<file path="config.mk">
export PLATFORM = sky130hd
export DESIGN_NAME = uart_mmio_ctrl
export DESIGN_NICKNAME = d
export VERILOG_FILES = /design/src/rtl/uart_mmio_pkg.sv /design/src/rtl/uart_tx_fifo.sv /design/src/rtl/uart_mmio_ctrl.sv
export SDC_FILE = /design/constraint.sdc
export NUM_CORES = 1
export LEC_CHECK = 0
export BUFFER_PORTS_ARGS = -buffer_cell sky130_fd_sc_hd__buf_2
export CAP_MARGIN = 15
export CORE_UTILIZATION = 49
export CTS_BUF_LIST = sky130_fd_sc_hd__clkbuf_2
export DETAILED_ROUTE_END_ITERATION = 16
export GPL_TIMING_DRIVEN = 1
export MAX_ROUTING_LAYER = met4
export PLACE_DENSITY = 0.82
export SLEW_MARGIN = 20
export SYNTH_ARGS = -nofsm -noshare
export SYNTH_HDL_FRONTEND = slang
export SYNTH_HIERARCHICAL = 1
export SYNTH_SLANG_ARGS = --single-unit
</file>
<file path="constraint.sdc">
create_clock -name clk -period 2.6 [get_ports clk]
set_input_delay 0.52 -clock clk [delete_from_list [all_inputs] [get_ports clk]]
set_output_delay 0.52 -clock clk [all_outputs]
set_load 0.01 [all_outputs]
</file>
<file path="src/rtl/uart_mmio_pkg.sv">
// Shared constants, decode select type and helpers for the UART MMIO controller.
// Optional transmit counter is enabled by defining UART_TX_CNT_EN.
package uart_mmio_pkg;

   localparam logic [31:0] UART_CTRL_OFS = 32'h0000_0000;
   localparam logic [31:0] UART_STAT_OFS = 32'h0000_0004;
   localparam logic [31:0] UART_TX_OFS   = 32'h0000_0008;
   localparam logic [31:0] UART_RX_OFS   = 32'h0000_000C;
   localparam logic [31:0] UART_CNT_OFS  = 32'h0000_0010;

   localparam int unsigned CTRL_TX_NOT_FULL_BIT = 0;
   localparam int unsigned STAT_RX_FULL_BIT     = 0;

   typedef enum logic [2:0] {
      SEL_NONE,
      SEL_CTRL,
      SEL_STAT,
      SEL_TX,
      SEL_RX,
      SEL_CNT
   } reg_sel_e;

   function automatic logic [31:0] sext8(input logic [7:0] b);
      return {{24{b[7]}}, b};
   endfunction

endpackage

</file>
<file path="src/rtl/uart_tx_fifo.sv">
// Byte FIFO feeding the UART transmitter; registered storage, power-of-two depth.
module uart_tx_fifo #(
   parameter int unsigned DEPTH = 4
) (
   input  logic       clk,
   input  logic       rst_n,
   input  logic       push,
   input  logic [7:0] wdata,
   input  logic       pop,
   output logic       full,
   output logic       empty,
   output logic [7:0] head
);
   import uart_mmio_pkg::*;

   localparam int unsigned AW = (DEPTH > 1) ? $clog2(DEPTH) : 1;
   localparam logic [AW:0] DEPTH_C = (AW + 1)'(DEPTH);

   logic [AW-1:0] wr_ptr_q, wr_ptr_d;
   logic [AW-1:0] rd_ptr_q, rd_ptr_d;
   logic [AW:0]   count_q, count_d;
   logic [7:0]    mem_q [DEPTH];
   logic [7:0]    mem_d [DEPTH];
   logic          push_ok;
   logic          pop_ok;

   assign full    = (count_q == DEPTH_C);
   assign empty   = (count_q == '0);
   assign head    = mem_q[rd_ptr_q];
   assign push_ok = push & ~full;
   assign pop_ok  = pop & ~empty;

   always_comb begin
      mem_d    = mem_q;
      wr_ptr_d = wr_ptr_q;
      rd_ptr_d = rd_ptr_q;
      count_d  = count_q;
      if (push_ok) begin
         mem_d[wr_ptr_q] = wdata;
         wr_ptr_d        = wr_ptr_q + 1'b1;
      end
      if (pop_ok) begin
         rd_ptr_d = rd_ptr_q + 1'b1;
      end
      // Simultaneous push and pop leaves the occupancy unchanged.
      if (push_ok && !pop_ok) begin
         count_d = count_q + 1'b1;
      end else if (pop_ok && !push_ok) begin
         count_d = count_q - 1'b1;
      end
   end

   always_ff @(posedge clk or negedge rst_n) begin
      if (!rst_n) begin
         wr_ptr_q <= '0;
         rd_ptr_q <= '0;
         count_q  <= '0;
         mem_q    <= '{default: '0};
      end else begin
         wr_ptr_q <= wr_ptr_d;
         rd_ptr_q <= rd_ptr_d;
         count_q  <= count_d;
         mem_q    <= mem_d;
      end
   end

endmodule

</file>
<file path="src/rtl/uart_mmio_ctrl.sv">
// CPU-facing register window for the UART: TX FIFO, RX holding register, registered loads.
// Defining UART_TX_CNT_EN adds a clearable transmitted-byte counter at +0x10.
module uart_mmio_ctrl #(
   parameter int unsigned TX_DEPTH  = 4,
   parameter logic [31:0] ADDR_BASE = 32'h8000_0000
) (
   input  logic        clk,
   input  logic        reset_n,
   input  logic [31:0] addr,
   input  logic        memRd,
   input  logic        memWr,
   input  logic [31:0] wdata,
   output logic [31:0] rdata,
   output logic        stall,
   output logic [7:0]  DataIn,
   output logic        DataInValid,
   input  logic        DataInReady,
   input  logic [7:0]  DataOut,
   input  logic        DataOutValid,
   output logic        DataOutReady
);
   import uart_mmio_pkg::*;

   reg_sel_e    sel;
   logic        rd_en;
   logic        tx_push;
   logic        tx_pop;
   logic        tx_full;
   logic        tx_empty;
   logic        rx_capture;
   logic        rx_pop;
   logic        rx_full_q, rx_full_d;
   logic [7:0]  rx_buf_q, rx_buf_d;
   logic [31:0] rdata_q, rdata_d;
   logic        unused_wdata;

   assign unused_wdata = ^wdata[31:8];

   always_comb begin
      sel = SEL_NONE;
      if (addr == ADDR_BASE + UART_CTRL_OFS) sel = SEL_CTRL;
      if (addr == ADDR_BASE + UART_STAT_OFS) sel = SEL_STAT;
      if (addr == ADDR_BASE + UART_TX_OFS)   sel = SEL_TX;
      if (addr == ADDR_BASE + UART_RX_OFS)   sel = SEL_RX;
      if (addr == ADDR_BASE + UART_CNT_OFS)  sel = SEL_CNT;
   end

   // A simultaneous store suppresses the load and all of its side effects.
   assign rd_en       = memRd & ~memWr;
   assign tx_push     = memWr & (sel == SEL_TX);
   assign stall       = tx_push & tx_full;
   assign DataInValid = ~tx_empty;
   assign tx_pop      = DataInValid & DataInReady;

   uart_tx_fifo #(
      .DEPTH (TX_DEPTH)
   ) u_tx_fifo (
      .clk   (clk),
      .rst_n (reset_n),
      .push  (tx_push),
      .wdata (wdata[7:0]),
      .pop   (tx_pop),
      .full  (tx_full),
      .empty (tx_empty),
      .head  (DataIn)
   );

   assign DataOutReady = ~rx_full_q;
   assign rx_capture   = DataOutValid & ~rx_full_q;
   assign rx_pop       = rd_en & (sel == SEL_RX) & rx_full_q;

   always_comb begin
      rx_full_d = rx_full_q;
      rx_buf_d  = rx_buf_q;
      if (rx_capture) begin
         rx_full_d = 1'b1;
         rx_buf_d  = DataOut;
      end else if (rx_pop) begin
         rx_full_d = 1'b0;
      end
   end

`ifdef UART_TX_CNT_EN
   logic [31:0] tx_cnt_q, tx_cnt_d;

   always_comb begin
      tx_cnt_d = tx_cnt_q;
      if (memWr && (sel == SEL_CNT)) begin
         tx_cnt_d = '0;
      end else if (tx_pop) begin
         tx_cnt_d = tx_cnt_q + 32'd1;
      end
   end

   always_ff @(posedge clk or negedge reset_n) begin
      if (!reset_n) tx_cnt_q <= '0;
      else          tx_cnt_q <= tx_cnt_d;
   end
`endif

   always_comb begin
      rdata_d = '0;
      if (rd_en) begin
         case (sel)
            SEL_CTRL: rdata_d[CTRL_TX_NOT_FULL_BIT] = ~tx_full;
            SEL_STAT: rdata_d[STAT_RX_FULL_BIT]     = rx_full_q;
            SEL_RX:   rdata_d = rx_full_q ? sext8(rx_buf_q) : '0;
`ifdef UART_TX_CNT_EN
            SEL_CNT:  rdata_d = tx_cnt_q;
`endif
            default:  rdata_d = '0;
         endcase
      end
   end

   always_ff @(posedge clk or negedge reset_n) begin
      if (!reset_n) begin
         rx_full_q <= 1'b0;
         rx_buf_q  <= '0;
         rdata_q   <= '0;
      end else begin
         rx_full_q <= rx_full_d;
         rx_buf_q  <= rx_buf_d;
         rdata_q   <= rdata_d;
      end
   end

   assign rdata = rdata_q;

endmodule

</file>
==> results of run 1 <==
## flip-flops by register name, summed over array words and instances (netlist names)
| signal | count |
|---|---|
| u_tx_fifo/mem_q | 32 |
| u_tx_fifo/wr_ptr_q | 2 |
| rx_full_q | 1 |
| rdata | 8 |
| rx_buf_q | 8 |
| u_tx_fifo/count_q | 3 |
| u_tx_fifo/rd_ptr_q | 2 |
## power by group through the flow
| stage | sequential, uW | combinational, uW | clock, uW |
|---|---|---|---|
| floorplan | 985 | 270 | 0 |
| global placement | 1030 | 348 | 0 |
| detailed placement | 1040 | 360 | 0 |
| CTS | 1020 | 361 | 351 |
| global route | 1030 | 390 | 387 |
| finish | 1020 | 352 | 338 |
## worst reg2reg max path, cell delays in order, from the launching register on
cell	delay (ps)
dfrtp_1	520
nor3_1	340
nor2b_1	110
nand2b_1	170
ha_4	160
inv_1	40
fa_2	330
xor2_1	150
nor2_1	130
xor2_1	140
## cell families after synthesis
logic type,after synthesis,synth area share
AO/OA/AOI/OAI,1,0.00228
AND/OR/NAND/NOR,45,0.123
adder cells (fa/ha/maj),6,0.0301
multiplexers,50,0.238
buffers and inverters,32,0.0770
XOR/XNOR,6,0.0191
flip-flops,56,0.510
## per-stage QoR
stage,hold slack [ps],util,instance area (um2)
after global placement,453,0.635,3320
after floorplan,224,-,2800
after detailed placement,464,0.635,3320
after global routing,45.3,0.644,3370
after CTS,60.2,0.644,3370
final,54.7,0.644,3370
## routing by layer
metal | part of all wire | wire length (um) | vias up
met5 | 0 | 0 | -
met4 | 0.019 | 97 | 0
met3 | 0.043 | 214 | 8
met2 | 0.54 | 2710 | 64
met1 | 0.40 | 1980 | 837
li1 | - | - | 837
## layout make-up
type	count	area, um2	share of cell area
Sequential cell	56	1400	0.415
Multi-Input combinational cell	108	1190	0.353
Timing Repair Buffer	107	626	0.185
Tap cell	70	87.6	0.0260
Clock buffer	5	25.0	0.00742
Clock inverter	3	23.8	0.00705
Inverter	5	18.8	0.00556
## placed cells by master (no fill, tap or decap), drive strengths merged
cell / netlist / layout
buf: 26 / 107
dfrtp: 56 / 56
mux2: 42 / 42
nor4: 9 / 9
and2: 8 / 8
mux4: 8 / 8
nor2: 8 / 8
nand2: 6 / 6
inv: 5 / 5
clkbuf: 1 / 5
ha: 5 / 5
xnor2: 4 / 4
nor2b: 3 / 3
nand2b: 2 / 2
nor3: 2 / 2
clkinvlp: 0 / 2
xor2: 2 / 2
nand4: 2 / 2
nor4b: 1 / 1
nand4b: 1 / 1
nand3: 1 / 1
a31oi: 1 / 1
clkinv: 0 / 1
nor3b: 1 / 1
nand3b: 1 / 1
fa: 1 / 1
## worst max path at each step
stage / startpoint / endpoint / cells after the start
after floorplan: addr[20] / u_tx_fifo/count_q[2] / 10
after global placement: addr[12] / u_tx_fifo/count_q[2] / 12
after detailed placement: addr[12] / u_tx_fifo/count_q[2] / 12
after CTS: addr[12] / stall / 8
after global routing: addr[12] / stall / 8
final: addr[12] / stall / 8
==> impl_metrics.toml, run 1 <==
[finish]
drive_above_1_share = 0.623
n_antenna_cell = 0
syn_to_final_growth_pct = 22.8
fin_nets = 367
n_fill_cell = 417
finalNonFillerCells = 354

[cts]
cts.sinks = 56
cts_root_buf = "clkbuf_2"
insertion_delay_ps = 440
clk_path_buf_depth = 2
htreeDepth = 2
clk_pin_slew_ps = 280
cts_setup_buffers = 0
cts_buffers = 5
cts_tree = "built"
post_cts_resized = 0
hold_buffers = 0

[placed_design]
dp_slack_ps = -135
gp_congestion = 0.743
dp_hpwl_um = 3880
port_buffers = 96
post-place-cells = 346

[worst_setup_path]
r2r-start = "u_tx_fifo/count_q[0]"
critPathMaxFanout = 5
path_buf_inv = 4
end_kind = "primary output"
required_ps = 2080
cp_slowest_cell = "nor4_1"
cp.arrival_ps = 1930
crit_chain = "buf_2, nor4_1, buf_4, nand4_1, nor4_4, buf_4, and2_1, buf_2"
rr_worst_depth = 9
startpoint_type = "primary input"
reg2reg_slack_ps = 470
path_class = "primary input to primary output"
max_stage_delay_ps = 290
critPathTopFamily = "simple AND/OR/NAND/NOR gates"
timing.rr.end = "u_tx_fifo/count_q[2]"

[grt]
antenna_found_initial = 0
busiest_layer = "met2"
grt_pass1_vias = 1819
gr-total-overflow = 0
grt_pass1_wl_um = 8450
grt_use_total = 0.193
grt_util_met2 = 0.338
grt_use_met3 = 0.0357
grt_max_degree = 31
met1_usage = 0.214

[pwr]
internal-power_uw = 1190
switchingPower_uw = 519
p_leak_uw = 0.00176
ir_drop_v = 0.000238
clkPwrFrac = 0.197
p_per_area_nw_per_um2 = 507
power_uw = 1710
pwr-share-comb = 0.206
p_sw_frac = 0.304
seqPwrFrac = 0.597

[timing]
worst_pin_slew_ps = 691
rsz0062_at_grt = "no"
setup_slack_ps = 151
maxSlewViolCount = 0
relSlewSlack = 0.538
final_hold_viol_count = 0
max_freq_mhz = 408
fin_tns_setup_ps = 0
min_period_ps = 2450
post-route-period-util = 0.942
setup_viol = 0
skew_ps = 23.9

[logic_synthesis]
synth_top_cell_by_area = "dfrtp_1"
synthArstFlopShare = 1.00
synthCells = 196
synth.most_common_cell = "dfrtp_1"
synth_top_area_share = 0.510
ys_ff_latch = 56
ys_top_cells_by_area = "dfrtp_1 51%, mux2_2 16%, buf_4 6.6%"
synth_edf_count = 0
ys_seq_area_frac = 0.510
synth_common_cells = "56 x dfrtp_1, 38 x mux2_2, 24 x buf_4"
synthesis.area_um2 = 2750
synth_ff_type = "dfrtp_1"
synth_cell_types = 31
postSynthAreaPerCell_um2 = 14.0
yosys_warnings = 6
synth_nets = 280

[detailed_routing]
viasPerCell = 4.93
postRouteAntennaNets = 0
vias = 1746
post_drt_wl_per_cell_um = 14.1
drc = 0
drtIter0Drc = 88
wl_um = 5000
firstDrtPassIters = 4

[floorplanning]
die_width_um = 76.9
fp.coreArea_um2 = 5240
die_area_um2 = 5910
io_pins = 121
die_height_um = 76.9
rows = 26
start_util = 0.524

[outcome]
status = "finished, final reports clean"

[run]
cap_viol_max_count = 0

[worst_hold_path]
hp-class = "primary input to async pin"
No activity file was read; power rests on OpenSTA's default activity.
==> run 2, diff against run 1 <==
--- a/config.mk
+++ b/config.mk
@@ -13,6 +13,7 @@
 export GPL_TIMING_DRIVEN = 1
 export MAX_ROUTING_LAYER = met4
 export PLACE_DENSITY = 0.82
+export RECOVER_POWER = 50
 export SLEW_MARGIN = 20
 export SYNTH_ARGS = -nofsm -noshare
 export SYNTH_HDL_FRONTEND = slang
==> impl_metrics.toml, run 2 (synthesis gave the netlist of run 1 again) <==
[cts]
cts_buffers = 5
post_cts_resized = 0
htreeDepth = 2
cts_tree = "built"
cts.sinks = 56
clk_pin_slew_ps = 270
hold_buffers = 0
insertion_delay_ps = 440
cts_root_buf = "clkbuf_2"
clk_path_buf_depth = 2
cts_setup_buffers = 0

[floorplanning]
io_pins = 121
start_util = 0.524
die_height_um = 76.9
fp.coreArea_um2 = 5240
rows = 26
die_area_um2 = 5910
die_width_um = 76.9

[worst_hold_path]
hp-start = "DataOut[0]"
hold_depth = 2
hp-class = "primary input to register"
worstHoldEndpoint = "rx_buf_q[0]"

[detailed_routing]
viasPerCell = 4.96
post_drt_wl_per_cell_um = 14.2
drc = 0
wl_um = 5040
drtIter0Drc = 88
postRouteAntennaNets = 0
firstDrtPassIters = 4
vias = 1756

[timing]
max_freq_mhz = 408
maxSlewViolCount = 31
post-route-period-util = 0.942
skew_ps = 24.1
rsz0062_at_grt = "no"
min_period_ps = 2450
setup_slack_ps = 151
setup_viol = 0
relSlewSlack = -0.0524
worst_pin_slew_ps = 1580
final_hold_viol_count = 0

[worst_setup_path]
cp.arrival_ps = 1930
critPathMaxFanout = 5
max_stage_delay_ps = 290
required_ps = 2080
timing.rr.end = "u_tx_fifo/count_q[2]"
reg2reg_slack_ps = 470
crit_chain = "buf_2, nor4_1, buf_4, nand4_1, nor4_4, buf_4, and2_1, buf_2"
path_class = "primary input to primary output"
startpoint_type = "primary input"
end_kind = "primary output"
rr_worst_depth = 9
cp_slowest_cell = "nor4_1"
r2r-start = "u_tx_fifo/count_q[0]"

[grt]
grt_max_degree = 31
grt_pass1_vias = 1819
antenna_found_initial = 0
grt_use_total = 0.193
gr-total-overflow = 0
grt_pass1_wl_um = 8450

[pwr]
p_leak_uw = 0.00171
p_per_area_nw_per_um2 = 511
ir_drop_v = 0.000236

[finish]
finalNonFillerCells = 354
n_fill_cell = 424
syn_to_final_growth_pct = 21.4
multi_input_area_um2 = 1180
final_cell_mix = "88 x buf_2, 56 x dfrtp_1, 38 x mux2_2, 8 x clkbuf_1, 8 x mux4_2"
regArea_um2 = 1400
layout_commonest_cell = "buf_2"
n_antenna_cell = 0
fin_nets = 367
drive_above_1_share = 0.592
largest_register_ffs = 32
top_register = "u_tx_fifo/mem_q"

[placed_design]
post-place-cells = 346
dp_hpwl_um = 3880
port_buffers = 96
dp_slack_ps = -135
gp_congestion = 0.743

[outcome]
violations = "capacitance limit, slew limit"
status = "complete, but fails checks"

[run]
cap_viol_max_count = 1
[run 2: power by group]
part	total (uW)	switching [uW]	internal [uW]
registers	1020	90.8	929
clock network	336	268	67.2
logic	348	157	192
[run 2: layout make-up]
| type | count | share of cell area |
|---|---|---|
| multi-input cells | 108 | 0.353 |
| flip-flops and latches | 56 | 0.420 |
| clock buffers | 5 | 0.00751 |
| well taps | 70 | 0.0263 |
| clock inverters | 3 | 0.00713 |
| inverters | 5 | 0.00563 |
| repair buffers | 107 | 0.180 |
[run 2: how the worst max path moves through the flow]
stage | from | to
6_report | addr[12] | stall
5_1_grt | addr[12] | stall
4_1_cts | addr[12] | stall
3_5_place_dp | addr[12] | u_tx_fifo/count_q[2]
3_3_place_gp | addr[12] | u_tx_fifo/count_q[2]
2_1_floorplan | addr[20] | u_tx_fifo/count_q[2]
[run 2: stage by stage]
| stage | area [um2] | hold WS, ps | power (uW) | utilization | TNS (ps) |
|---|---|---|---|---|---|
| 3_3_place_gp | 3320 | 453 | 1380 | 0.635 | -129 |
| 2_1_floorplan | 2800 | 224 | 1260 | - | 0 |
| 4_1_cts | 3370 | 60.2 | 1730 | 0.644 | 0 |
| 6_report | 3330 | 274 | 1700 | 0.636 | 0 |
| 3_5_place_dp | 3320 | 464 | 1400 | 0.635 | -229 |
| 5_1_grt | 3330 | 236 | 1810 | 0.636 | 0 |
[run 2: critical path, delay by kind of cell]
family	cells	cell delay [ps]
buffers and inverters	4	570
AND/OR/NAND/NOR	4	830
[run 2: per-layer routing]
metal | GRT usage | wire length, um | vias up
li1 | - | - | 838
met1 | 0.214 | 1990 | 844
met2 | 0.338 | 2720 | 66
met3 | 0.0357 | 226 | 8
met4 | 0.0846 | 99 | 0
met5 | - | 0 | -
